===== config.mk =====
export PLATFORM = sky130hd
export DESIGN_NAME = exec_unit
export DESIGN_NICKNAME = d
export VERILOG_FILES = /design/src/rtl/exec_unit.sv
export SDC_FILE = /design/constraint.sdc
export NUM_CORES = 1
export LEC_CHECK = 0
export ABC_CLOCK_PERIOD_IN_PS = 3500
export BUFFER_PORTS_ARGS = -buffer_cell sky130_fd_sc_hd__buf_2
export CAP_MARGIN = 15
export CORE_MARGIN = 4
export CORE_UTILIZATION = 45
export CTS_CLUSTER_DIAMETER = 50
export CTS_CLUSTER_SIZE = 30
export DETAILED_ROUTE_END_ITERATION = 6
export PLACE_DENSITY = 0.81
export SETUP_SLACK_MARGIN = 0.15
export SYNTH_ARGS = -nofsm -noshare
export SYNTH_HDL_FRONTEND = slang
export SYNTH_SLANG_ARGS = --single-unit

===== constraint.sdc =====
create_clock -name clk -period 3.5 [get_ports clk]
set_clock_uncertainty 0.2 [all_clocks]
set_input_delay 0.35 -clock clk [delete_from_list [all_inputs] [get_ports clk]]
set_output_delay 0.35 -clock clk [all_outputs]
set_load 0.02 [all_outputs]

===== src/rtl/exec_unit.sv =====
// -----------------------------------------------------------------------------
// exec_unit
//
// Execution stage of a tiny 4-bit CPU. Each cycle it decodes the instruction
// presented by fetch, and the rising clk edge that ends the cycle commits the
// result. There is no pipeline and no stall: one instruction per cycle.
//
// Instruction format: inst[7:4] = opcode, inst[3:0] = immediate Im.
//
// Parameters
//   OUT_RESET : value loaded into outport while reset is asserted.
//
// Ports
//   clk      in   1  single clock, rising edge
//   rst      in   1  asynchronous, active-low reset
//   inst     in   8  current instruction from fetch
//   inport   in   4  external input, sampled at the commit edge of IN A / IN B
//   isjump   out  1  combinational jump request to fetch
//   jumpadrs out  4  combinational jump target (always inst[3:0])
//   outport  out  4  registered external output port
//   rega     out  4  register A, for observation
//   regb     out  4  register B, for observation
//   carry    out  1  registered carry flag C
// -----------------------------------------------------------------------------
module exec_unit #(
  parameter logic [3:0] OUT_RESET = 4'h0
) (
  input  logic       clk,
  input  logic       rst,
  input  logic [7:0] inst,
  input  logic [3:0] inport,
  output logic       isjump,
  output logic [3:0] jumpadrs,
  output logic [3:0] outport,
  output logic [3:0] rega,
  output logic [3:0] regb,
  output logic       carry
);

  typedef enum logic [3:0] {
    OP_ADD_A  = 4'b0000,
    OP_MOV_AB = 4'b0001,
    OP_IN_A   = 4'b0010,
    OP_MOV_A  = 4'b0011,
    OP_MOV_BA = 4'b0100,
    OP_ADD_B  = 4'b0101,
    OP_IN_B   = 4'b0110,
    OP_MOV_B  = 4'b0111,
    OP_OUT_B  = 4'b1001,
    OP_OUT_IM = 4'b1011,
    OP_JNC    = 4'b1110,
    OP_JMP    = 4'b1111
  } opcode_e;

  // Architectural state.
  logic [3:0] reg_a;
  logic [3:0] reg_b;
  logic [3:0] reg_out;
  logic       reg_c;

  // Values to be committed at the end of the current cycle.
  logic [3:0] next_a;
  logic [3:0] next_b;
  logic [3:0] next_out;
  logic       next_c;

  // Instruction fields.
  logic [3:0] opcode;
  logic [3:0] imm;

  assign opcode = inst[7:4];
  assign imm    = inst[3:0];

  // Shared 5-bit adder: bit 4 is the carry-out of bit 3. The operand mux
  // selects B only for ADD B; every other opcode ignores the sum.
  logic [3:0] add_src;
  logic [4:0] add_sum;

  assign add_src = (opcode == OP_ADD_B) ? reg_b : reg_a;
  assign add_sum = {1'b0, add_src} + {1'b0, imm};

  // ---------------------------------------------------------------------------
  // Decode / next-state
  // ---------------------------------------------------------------------------
  always_comb begin
    // NOTE: every output of this block gets a default before the case, so a
    // missing branch can never infer a latch; "hold" is simply the default.
    next_a   = reg_a;
    next_b   = reg_b;
    next_out = reg_out;
    next_c   = 1'b0;  // every non-ADD instruction (including NOPs) clears C

    unique case (opcode)
      OP_ADD_A: begin
        next_a = add_sum[3:0];
        next_c = add_sum[4];
      end
      OP_ADD_B: begin
        next_b = add_sum[3:0];
        next_c = add_sum[4];
      end
      OP_MOV_A:  next_a   = imm;
      OP_MOV_B:  next_b   = imm;
      OP_MOV_AB: next_a   = reg_b;
      OP_MOV_BA: next_b   = reg_a;
      OP_IN_A:   next_a   = inport;
      OP_IN_B:   next_b   = inport;
      OP_OUT_B:  next_out = reg_b;
      OP_OUT_IM: next_out = imm;
      // JMP, JNC and the undefined opcodes change nothing but C.
      default: ;
    endcase
  end

  // ---------------------------------------------------------------------------
  // Jump request: purely combinational from inst and the committed C, so JNC
  // tests the flag left by the previous instruction, never this cycle's sum.
  // Both outputs follow inst during reset; fetch ignores them then.
  // ---------------------------------------------------------------------------
  always_comb begin
    isjump = 1'b0;
    if (opcode == OP_JMP)
      isjump = 1'b1;
    else if (opcode == OP_JNC)
      isjump = ~reg_c;
  end

  assign jumpadrs = imm;

  // ---------------------------------------------------------------------------
  // Commit. Reset overrides clk immediately, discarding any pending commit.
  // ---------------------------------------------------------------------------
  always_ff @(posedge clk or negedge rst) begin
    if (!rst) begin
      reg_a   <= 4'h0;
      reg_b   <= 4'h0;
      reg_out <= OUT_RESET;
      reg_c   <= 1'b0;
    end else begin
      // NOTE: non-blocking assignments so all four registers update from the
      // same pre-edge values (MOV A,B and MOV B,A read state written here).
      reg_a   <= next_a;
      reg_b   <= next_b;
      reg_out <= next_out;
      reg_c   <= next_c;
    end
  end

  assign rega    = reg_a;
  assign regb    = reg_b;
  assign outport = reg_out;
  assign carry   = reg_c;

endmodule

; ---- After elaboration in Yosys (flattened, before gate mapping)
; Index checks and enable logic that the tools add are counted.
[word_totals]
regBits = 13
latch_bits = 0
mem_bits_rw = 0
rom_bits = 0
inputBits = 14
wordCells = 29
memories = 0
[classes]
n_addsub = 1
mul = 0
n_div = 0
magnitude_cmp = 0
eq_ne = 11
n_shift = 0
n_mux = 7
n_bitwise = 1
reduce_logical = 5
[op_table]
columns = op, n
row1 = $pmux W4 S4, 2
row2 = $eq A4 B3 Y1 const B, 4
row3 = $eq A4 B4 Y1 const B, 4
row4 = $eq A4 B2 Y1 const B, 2
row5 = $pmux W4 S2, 1
row6 = $reduce_bool A4 Y1, 2
row7 = $add A4 B4 Y5, 1
row8 = $eq A4 B1 Y1 const B, 1
row9 = $logic_not A4 Y1, 1
row10 = $mux W4, 1
row11 = $mux W1, 3
row12 = $reduce_bool A2 Y1, 1
row13 = $reduce_or A2 Y1, 1
row14 = $not A1 Y1, 1

; ---- Longest topological paths before layout
[depth]
depth_word = 4
depth_mapped = 12
ltp_nobuf = 9

; ---- Least setup slack after synthesis
; No wires, ideal clock.
[synth_timing]
path_type = input-to-reg
from = in inst[7]
to = reg reg_b[1], in the netlist regb[1]
setup_time_ns = 0.117
arrival_time_ns = 2.448
required_time_ns = 3.183
setup_slack_ns = 0.735
cell_stages = 12
path_cell_list = buf_6 -> nand2b_4 -> buf_6 -> or3_1 -> buf_6 -> nand2_1 -> nand2_1 -> ha_1 -> fa_1 -> mux4_2 -> nand2_1 -> nand2_1
[synth_between]
elab_chain_len = 4
word_cells_on_any_way = 8
classes_between = add/sub: 1 / eq/ne: 4 / mux: 2 / reduce/logical: 1
[synth_lines]
columns = element, line
row1 = "start, declared", 30  ; input logic [7:0] inst,
row2 = $eq A4 B3 Y1, "79, 93"
row3 = $mux W4, 79  ; assign add_src = (opcode == OP_ADD_B) ? reg_b : reg_a;
row4 = $add A4 B4 Y5, 80  ; assign add_sum = {1'b0, add_src} + {1'b0, imm};
row5 = $pmux W4 S4, 93  ; unique case (opcode)
row6 = "end signal, assigned", 143  ; reg_b <= next_b;
row7 = "end, declared", 57  ; logic [3:0] reg_b;
; Several ways; a longest one is shown, not always the timed one.
; A chain may end at the register's enable or synchronous reset.

; ---- Final worst setup path
[layout_timing]
from = in inst[4]
to = reg reg_b[1], in the netlist regb[1]
; Same word-level chain as after synthesis.

==> flow_metrics.tcl <==
set metrics [dict create \
    clockBufferDepth 2 \
    ctsResizeCount 0 \
    worstSetupPathType "in2reg" \
    postCtsSetupRepairBufs 0 \
    nets 153 \
    grtUsageTotal_pct 17.44 \
    syn_area_um2 979.7 \
    fin_crit_sh_pct 74.35 \
    required_ps 3470 \
    maxSlewViolCount 0 \
    die_w_um 54.66 \
    clk_pin_slew_ps 80 \
    grt_pass1_vias 802 \
    antenna_found_initial 0 \
    hold_viol_final 0 \
    syn_area_per_cell_um2 9.242 \
    ys_warn_count 0 \
    cp-start-kind "primary input" \
    synthCells 106 \
    p_per_area_nw_per_um2 493.9 \
    firstDrtPassIters 4 \
    start_util_pct 48.45 \
    rsz0062_at_grt "no" \
    insertion_delay_ps 270 \
    maxCapViolCount 0 \
    worst_pin_slew_ps 513.0 \
    synth_mux_area_share_pct 14.43 \
    worst-path-buf-inv 2 \
    synth-xor-area-share_pct 1.788 \
    core_area_um2 2022 \
    htree_levels 1 \
    arrival_ps 2580 \
    vias 886 \
    via_per_inst 5.572 \
    synth_nets 126 \
    grt_pass1_wl_mm 3.684 \
    drc 0 \
    top_layer "met4" \
    ys_types 31 \
    hp-class "in2reg" \
    cts_tree "built" \
    finalPower_uw 556.2 \
    clock_sinks 13 \
    port_buffers 31 \
    crit_family "simple AND/OR/NAND/NOR gates" \
    grt_max_degree 18 \
    first_iter_violations 20 \
    cp_slowest_cell "or3_1" \
    routed_wl_mm 2.282 \
    yosys.area_share.adder_pct 8.429 \
    numCtsBuffers 3 \
    cp-end-kind "flip-flop" \
    synth-compound-area-share_pct 12.13 \
    setup_viol 0 \
    finalCriticalPeriod_ps 2602 \
    wl_per_cell_um 14.35 \
    io_pins 32 \
    dieArea_um2 2988 \
    cts.hold.buffers_added 1 \
    rows 16 \
    tns_ps 0 \
    peakVddDrop_uv 307.3 \
    area_delta_synth_final_pct 14.94 \
    postRouteAntennaNets 0 \
    wl_met2_mm 1.055 \
    fin_util_pct 55.69 \
    gp_congestion 0.8355 \
    seq_area_frac_synth_pct 33.21 \
    drive_above_1_share_pct 32.58 \
    status "finished, final reports clean" \
    grt_overflow_total 0 \
    p_leak_nw 0.5770 \
    synth-simple-area-share_pct 21.58 \
    ys_ff_latch 13 \
    drt-met1-wl_mm 1.029 \
    slew_headroom_pct 65.53 \
    crit_path_cell_trace "buf_2, inv_1, or3_1, nand2_1, nand2_1, ha_1, fa_1, mux4_2, nand2_1, nand2_1" \
    die_h_um 54.66 \
    dr_wl_met3_um 183 \
    fmax_mhz 384.3 \
    crit_top_cell "nand2_1" \
    synth_top_family_by_area "simple AND/OR/NAND/NOR gates" \
    diodes 0 \
    cpPeakStageDelay_ps 490 \
    clockRootBuffer "clkbuf_4" \
    dpl.hpwl_mm 1.845 \
    cp_max_fo 10 \
]
==> placed cells by master (no fill, tap or decap) <==
master / n
clkbuf_1: 1
nand2b_4: 1
a21oi_1: 6
xor2_1: 1
nand2_1: 23
dfrtp_1: 13
xnor2_1: 1
inv_1: 1
and3_1: 1
dlygate4sd3_1: 1
nand3b_1: 1
nor3b_1: 1
a221oi_1: 1
clkbuf_4: 3
ha_1: 5
nor2_1: 2
a21o_1: 1
mux4_2: 2
o21ai_0: 6
nor3_1: 3
mux2i_1: 4
nand3_1: 6
fa_1: 1
nand2b_1: 1
nand4_1: 2
buf_2: 31
mux2_2: 5
o211ai_1: 2
a22oi_1: 2
o211ai_2: 1
or3_1: 1
nor2b_1: 2
==> power breakdown <==
group,switching [mW],internal (mW),total (mW)
Clock,0.0491,0.0442,0.0933
Sequential,0.0303,0.184,0.214
Combinational,0.147,0.102,0.248
Total,0.226,0.330,0.556
==> registers in the layout (all words and copies together), names as in the netlist <==
register and flops:
carry 1, outport 4, rega 4, regb 4
==> logic make-up (layout without fill, tap and decap cells) <==
logic type,count (synthesis),count (layout)
adder cells (fa/ha/maj),6,6
AO/OA/AOI/OAI,19,19
XOR/XNOR,2,2
AND/OR/NAND/NOR,44,44
flip-flops,13,13
multiplexers,11,11
buffers and inverters,11,37
==> layout make-up <==
type                            instances  area, um^2
Sequential cell                        13       325.3
Tap cell                               27       33.78
Inverter                                1       3.754
Clock buffer                            4       26.28
Timing Repair Buffer                   32       165.2
Multi-Input combinational cell         82       571.8
Fill cell                             194       895.9
==> metal layers <==
| layer | vias up | track usage [%] |
|---|---|---|
| met5 | - | 0 |
| li1 | 427 | - |
| met2 | 41 | 26.18 |
| met3 | 5 | 5.450 |
| met1 | 413 | 23.66 |
| met4 | 0 | 5.394 |
==> synthesized netlist by cell type <==
master	count	share of area, %
nor3_1	3	1.5
o211ai_2	1	1.3
xor2_1	1	0.89
xnor2_1	1	0.89
nor2_1	2	0.77
a21o_1	1	0.77
a22oi_1	2	1.5
o211ai_1	2	1.5
o21ai_0	6	3.1
nand2b_1	1	0.64
fa_1	1	2.0
buf_6	3	3.4
buf_2	3	1.5
mux2_2	5	5.7
a221oi_1	1	0.89
or3_1	1	0.64
nor3b_1	1	0.77
mux4_2	2	4.6
nand2b_4	1	1.4
nand3b_1	1	0.77
mux2i_1	4	4.1
buf_4	4	3.1
a21oi_1	6	3.1
nand2_1	23	8.8
and3_1	1	0.64
nor2b_1	2	1.3
ha_1	5	6.4
inv_1	1	0.38
dfrtp_1	13	33
nand4_1	2	1.3
nand3_1	6	3.1
==> through the flow <==
step | hold WS [ps] | instance area (um^2) | worst slack [ps] | instances
global route | 134.8 | 1126 | 710.8 | 159
detailed placement | 62.51 | 1090 | 606.9 | 154
finish | 133.4 | 1126 | 897.7 | 159
CTS | 128.5 | 1126 | 899.3 | 159
global placement | 42.96 | 1090 | 696.4 | 154
floorplan | -145.6 | 979.7 | 735.3 | 106
==> path summary, 6_finish.rpt <==
check | startpoint | to | slack (ps) | cells past startpoint
worst max register to register | rega[0] | regb[1] | 1380 | 7
max in group asynchronous | rst | regb[3] | 2580 | 2
worst min register to register | outport[1] | outport[1] | 280 | 2
worst min-delay path | inport[0] | rega[0] | 130 | 3
worst max-delay path | inst[4] | regb[1] | 900 | 10
min in group asynchronous | rst | regb[1] | 290 | 2
==> worst reg2reg max path, cell delays in order (launching register included) <==
cell and delay [ps]:
dfrtp_1 430, nand2_1 80, nand2_1 60, ha_1 210, fa_1 450, mux4_2 460, nand2_1 80, nand2_1 40
(Power assumes the default switching activity.)
